**config.mk**
```make
export PLATFORM = sky130hd
export DESIGN_NAME = prv32_mdu_seq
export DESIGN_NICKNAME = d
export VERILOG_FILES = /design/src/rtl/prv32_mdu_seq.sv
export SDC_FILE = /design/constraint.sdc
export NUM_CORES = 2
export LEC_CHECK = 0
export CAP_MARGIN = 5
export CORE_ASPECT_RATIO = 1.5
export CORE_MARGIN = 2
export CORE_UTILIZATION = 35
export CTS_CLUSTER_DIAMETER = 30
export CTS_CLUSTER_SIZE = 12
export DETAILED_ROUTE_END_ITERATION = 10
export GPL_TIMING_DRIVEN = 0
export PLACE_DENSITY = 0.5
export RECOVER_POWER = 50
export SYNTH_ARGS = -nofsm -noshare
export SYNTH_HDL_FRONTEND = slang
export SYNTH_SLANG_ARGS = --single-unit
```
**constraint.sdc**
```tcl
create_clock -name clk -period 18.3 [get_ports clk]
set_input_delay 2.745 -clock clk [delete_from_list [all_inputs] [get_ports clk]]
set_output_delay 2.745 -clock clk [all_outputs]
set_load 0.01 [all_outputs]
```
**src/rtl/prv32_mdu_seq.sv**
```systemverilog
// rtl/prv32_mdu_seq.sv - RV32M multiply/divide sequencer with iterative restoring divider
module prv32_mdu_seq #(
  parameter int XLEN  = 32,
  parameter int TAG_W = 5
) (
  input  logic             clk,
  input  logic             rst_n,
  input  logic             in_valid,
  output logic             in_ready,
  input  logic [2:0]       in_op,
  input  logic [XLEN-1:0]  in_a,
  input  logic [XLEN-1:0]  in_b,
  input  logic [TAG_W-1:0] in_tag,
  input  logic             flush,
  output logic             out_valid,
  input  logic             out_ready,
  output logic [XLEN-1:0]  out_result,
  output logic [TAG_W-1:0] out_tag,
  output logic             busy
);

  typedef enum logic [1:0] {
    S_IDLE = 2'd0,
    S_MUL  = 2'd1,
    S_DIV  = 2'd2,
    S_DONE = 2'd3
  } state_t;

  localparam logic [XLEN-1:0] ALL_ONES = {XLEN{1'b1}};
  localparam logic [XLEN-1:0] MIN_NEG  = {1'b1, {(XLEN-1){1'b0}}};

  state_t          state;
  logic [2:0]      op_q;
  // opa holds the multiplicand, or the dividend that shifts out into the quotient
  logic [XLEN-1:0] opa;
  // opb holds the multiplier, or the (absolute) divisor
  logic [XLEN-1:0] opb;
  logic [XLEN-1:0] rem_q;
  logic [4:0]      cnt;
  logic            neg_q;
  logic            neg_r;

  logic            accept;
  logic            in_signed_div;
  logic            in_b_zero;
  logic            in_ovf;
  logic [XLEN-1:0] abs_a;
  logic [XLEN-1:0] abs_b;

  logic [XLEN:0]   rem_sh;
  logic [XLEN:0]   diff;
  logic            step_ok;
  logic [XLEN-1:0] rem_nx;
  logic [XLEN-1:0] quo_nx;
  logic [XLEN-1:0] div_res;

  logic            a_sx;
  logic            b_sx;
  logic [2*XLEN-1:0] a_w;
  logic [2*XLEN-1:0] b_w;
  logic [2*XLEN-1:0] prod;
  logic [XLEN-1:0] mul_res;

  assign in_ready = (state == S_IDLE);
  assign busy     = (state != S_IDLE);
  assign accept   = in_valid && (state == S_IDLE) && !flush;

  // Accept-cycle decode: divide special cases and operand magnitudes
  always_comb begin
    in_signed_div = ~in_op[0];
    in_b_zero     = (in_b == '0);
    in_ovf        = in_signed_div && (in_a == MIN_NEG) && (in_b == ALL_ONES);
    abs_a         = (in_signed_div && in_a[XLEN-1]) ? (~in_a + 1'b1) : in_a;
    abs_b         = (in_signed_div && in_b[XLEN-1]) ? (~in_b + 1'b1) : in_b;
  end

  // One restoring-division step and the sign-corrected result of the final step
  always_comb begin
    rem_sh  = {rem_q, opa[XLEN-1]};
    diff    = rem_sh - {1'b0, opb};
    step_ok = ~diff[XLEN];
    rem_nx  = step_ok ? diff[XLEN-1:0] : rem_sh[XLEN-1:0];
    quo_nx  = {opa[XLEN-2:0], step_ok};
    if (op_q[1]) begin
      div_res = neg_r ? (~rem_nx + 1'b1) : rem_nx;
    end else begin
      div_res = neg_q ? (~quo_nx + 1'b1) : quo_nx;
    end
  end

  // 64-bit product with per-op operand extension
  always_comb begin
    a_sx    = (op_q[1:0] != 2'b11) && opa[XLEN-1];
    b_sx    = (op_q[1] == 1'b0) && opb[XLEN-1];
    a_w     = {{XLEN{a_sx}}, opa};
    b_w     = {{XLEN{b_sx}}, opb};
    prod    = a_w * b_w;
    mul_res = (op_q[1:0] == 2'b00) ? prod[XLEN-1:0] : prod[2*XLEN-1:XLEN];
  end

  // Sequencer FSM with registered result, tag and valid
  always_ff @(posedge clk or negedge rst_n) begin
    if (!rst_n) begin
      state      <= S_IDLE;
      op_q       <= '0;
      opa        <= '0;
      opb        <= '0;
      rem_q      <= '0;
      cnt        <= '0;
      neg_q      <= 1'b0;
      neg_r      <= 1'b0;
      out_valid  <= 1'b0;
      out_result <= '0;
      out_tag    <= '0;
    end else if (flush) begin
      state     <= S_IDLE;
      cnt       <= '0;
      out_valid <= 1'b0;
    end else begin
      case (state)
        S_IDLE: begin
          if (accept) begin
            op_q    <= in_op;
            out_tag <= in_tag;
            cnt     <= '0;
            rem_q   <= '0;
            if (!in_op[2]) begin
              opa   <= in_a;
              opb   <= in_b;
              state <= S_MUL;
            end else if (in_b_zero) begin
              out_result <= in_op[1] ? in_a : ALL_ONES;
              out_valid  <= 1'b1;
              state      <= S_DONE;
            end else if (in_ovf) begin
              out_result <= in_op[1] ? '0 : MIN_NEG;
              out_valid  <= 1'b1;
              state      <= S_DONE;
            end else begin
              opa   <= abs_a;
              opb   <= abs_b;
              neg_q <= in_signed_div && (in_a[XLEN-1] ^ in_b[XLEN-1]);
              neg_r <= in_signed_div && in_a[XLEN-1];
              state <= S_DIV;
            end
          end
        end
        S_MUL: begin
          out_result <= mul_res;
          out_valid  <= 1'b1;
          state      <= S_DONE;
        end
        S_DIV: begin
          opa   <= quo_nx;
          rem_q <= rem_nx;
          cnt   <= cnt + 5'd1;
          if (cnt == 5'd31) begin
            out_result <= div_res;
            out_valid  <= 1'b1;
            cnt        <= '0;
            state      <= S_DONE;
          end
        end
        S_DONE: begin
          if (out_ready) begin
            out_valid <= 1'b0;
            state     <= S_IDLE;
          end
        end
        default: state <= S_IDLE;
      endcase
    end
  end

endmodule

```
==> impl_metrics.json <==
{
  "max_freq_mhz": 78.45,
  "viasPerCell": 5.562,
  "drc_errors": 0,
  "yosysTopAreaCell": "fa_1",
  "rr_startpoint": "opa[31]$_DFFE_PN0P_",
  "postRouteAntennaNets": 0,
  "nFillCells": 15133,
  "multi_input_area_sq_um": 41160,
  "cts_buffers": 17,
  "period_share_pct": 69.66,
  "endpoint_kind": "flop",
  "rows": 170,
  "worst_pin_slew_ps": 6207,
  "syn_area_sq_um": 50580,
  "hold_viol_final": 0,
  "drt_iter0_markers": 3753,
  "critPathRequiredTime_ps": 18680,
  "clk_pin_slew_ps": 80,
  "postCtsSetupBuffers": 0,
  "dr.pass1.iters": 8,
  "timing.setup.tns_ps": 0,
  "cp_slowest_cell": "a211oi_1",
  "gp_congestion": 1.068,
  "status": "finished with violations",
  "cts_sinks": 145,
  "synth.distinct_cells": 94,
  "synthTopCellsByCount": "inv_1 (1,194), fa_1 (1,126), nand2_1 (955)",
  "vias": 43982,
  "die_area_sq_um": 147600,
  "placed_area_sq_um": 54160,
  "cp_max_fo": 10,
  "synthDominantCellAreaShare_pct": 44.57,
  "tritoncts": "built",
  "start_util_pct": 35.28,
  "fin_crit_ps": 12750,
  "stdcell_area_sq_um": 54740,
  "synth.most_common_cell": "inv_1",
  "place_hpwl_um": 211000,
  "ctsLongestPathBuffers": 2,
  "cpMostUsedCell": "fa_1",
  "drv_cap": 2,
  "core_area_sq_um": 143400,
  "portBuffers": 115,
  "synth_edf_count": 0,
  "regArea_sq_um": 3628,
  "hold_class": "flop to flop",
  "cts_hold_buffers": 0,
  "totalWireLength_um": 246700,
  "cts_resized": 0,
  "worstRegToRegCells": 31,
  "wl_per_cell_um": 31.20,
  "fin_skew_ps": 18.33,
  "grt_pass1_vias": 47550,
  "synthTopCellsByArea": "fa_1 (45%), inv_1 (8.9%), dfrtp_1 (7.2%), nand2_1 (7.1%), ha_1 (6.3%)",
  "syn-num-nets": 7314,
  "syn_area_per_cell_sq_um": 8.639,
  "pin_count": 117,
  "drv_slew": 148,
  "worstReg2RegEnd": "out_result[31]$_DFFE_PN0P_",
  "clock_latency_ps": 490,
  "nets": 7451,
  "synthArstFlopShare_pct": 100.0,
  "synth_cells": 5855,
  "synth_seq_area_share_pct": 7.174,
  "violations": "capacitance limit, slew limit",
  "relSlewSlack_pct": -313.8,
  "grt_max_degree": 103,
  "worstPathArrival_ps": 13130,
  "die_h_um": 469.6,
  "grt_antenna_before_repair": 16,
  "ys_warn_count": 0,
  "cp_slowest_stage_delay_ps": 1050,
  "ys_ff_latch": 145,
  "overflow": 0,
  "post_route_cells_drive_above_1_share_pct": 1.882,
  "dieWidth_um": 314.4,
  "synth_ff_type": "dfrtp_1",
  "path_class": "flop to flop",
  "final_util_pct": 38.19,
  "setup_viol": 0,
  "hold_path_depth": 2,
  "r2r_setup_slack_ps": 5550,
  "whs_ps": 490.3,
  "syn_to_final_growth_pct": 8.230,
  "hold_end": "cnt[4]$_DFFE_PN0P_",
  "cts.htree.levels": 4,
  "cts-root-buf": "clkbuf_16",
  "cp-start-kind": "flop",
  "grt_util_all_layers_pct": 33.96,
  "rsz0062_at_grt": "no",
  "hold_path_startpoint": "cnt[4]$_DFFE_PN0P_",
  "grt_pass1_wl_um": 350200
}
## registers in the layout, indices dropped and copies added, names as in the netlist, 2 cells and up
name        count
opa            32
opb            32
rem_q          32
out_result     32
cnt             5
op_q            2
out_tag         5
state           2
## worst max-delay path by stage
stage	endpoint	cells past startpoint	startpoint	slack [ps]
final	out_result[31]$_DFFE_PN0P_	31	opa[31]$_DFFE_PN0P_	5550
after global routing	out_result[29]$_DFFE_PN0P_	29	opa[31]$_DFFE_PN0P_	5560
after CTS	out_result[31]$_DFFE_PN0P_	29	opa[31]$_DFFE_PN0P_	5900
after detailed placement	out_result[31]$_DFFE_PN0P_	29	opa[31]$_DFFE_PN0P_	5930
after global placement	out_result[31]$_DFFE_PN0P_	29	opa[31]$_DFFE_PN0P_	5640
after floorplan	out_result[29]$_DFFE_PN0P_	29	opa[31]$_DFFE_PN0P_	9540
## critical path, delay by kind of cell, from the launching register on
family / cells / cell delay [ps]
compound gates: 7 / 3120
xor+xnor: 1 / 400
fa+ha+maj: 9 / 4690
buf+inv: 8 / 2840
flops: 1 / 350
simple gates: 6 / 1210
## cells by family after synthesis
family                   after synthesis  synth area share [%]
AO/OA/AOI/OAI                        768                 9.721
XOR/XNOR                             195                 3.377
adder cells (fa/ha/maj)             1382                 50.90
buffers and inverters               1539                 11.47
flip-flops                           145                 7.174
multiplexers                          49                 1.004
AND/OR/NAND/NOR                     1777                 16.36
## metrics by stage
step | cells | worst slack (ps)
final | 7907 | 5552
after global routing | 7896 | 5563
after global placement | 7862 | 5637
after floorplan | 5855 | 9544
after CTS | 7895 | 5896
after detailed placement | 7864 | 5931
## cells in the final DEF, fill, tap and decap left out, types with 18 or more instances in the layout
master | Yosys | layout
nand3_1 | 34 | 34
clkbuf_1 | 287 | 290
fa_1 | 1126 | 1125
ha_1 | 256 | 256
o211ai_1 | 19 | 19
dfrtp_1 | 145 | 145
a211oi_1 | 27 | 27
xor2_1 | 83 | 83
o21bai_1 | 19 | 19
a21o_1 | 34 | 34
or3_1 | 43 | 43
buf_1 | 35 | 35
nor2_1 | 219 | 219
inv_1 | 1194 | 1194
o31ai_1 | 31 | 31
xnor2_1 | 112 | 112
o21ai_1 | 18 | 18
and2_1 | 343 | 343
o21ai_0 | 240 | 240
a21oi_1 | 189 | 188
nor3_1 | 34 | 34
clkdlybuf4s50_1 | 0 | 106
nand2_1 | 955 | 955
nor4_1 | 18 | 18
mux2i_1 | 35 | 35
a31oi_1 | 19 | 19
nand4_1 | 23 | 23
## cell type report
cell class                 count  share of cell area, %
tap                         1892                  4.324
sequential                   145                  6.628
timing repair buffer         118                  2.139
inverter                    1200                  8.228
buffer                       339                  2.368
clock buffer                  20                 0.8342
antenna                       11                0.05028
clock inverter                11                 0.2331
multi-input combinational   4171                  75.19
## metal layers
layer,up-vias,track usage (%),routed length (um)
li1,18152,-,-
met1,22735,34.94,79530
met2,2230,57.58,119800
met3,863,5.110,15680
met4,2,34.19,31630
met5,-,0,13
Power is left out: the tool's default activity adds up to more than one toggle a clock period on the data nets, which glitch-free logic cannot reach.
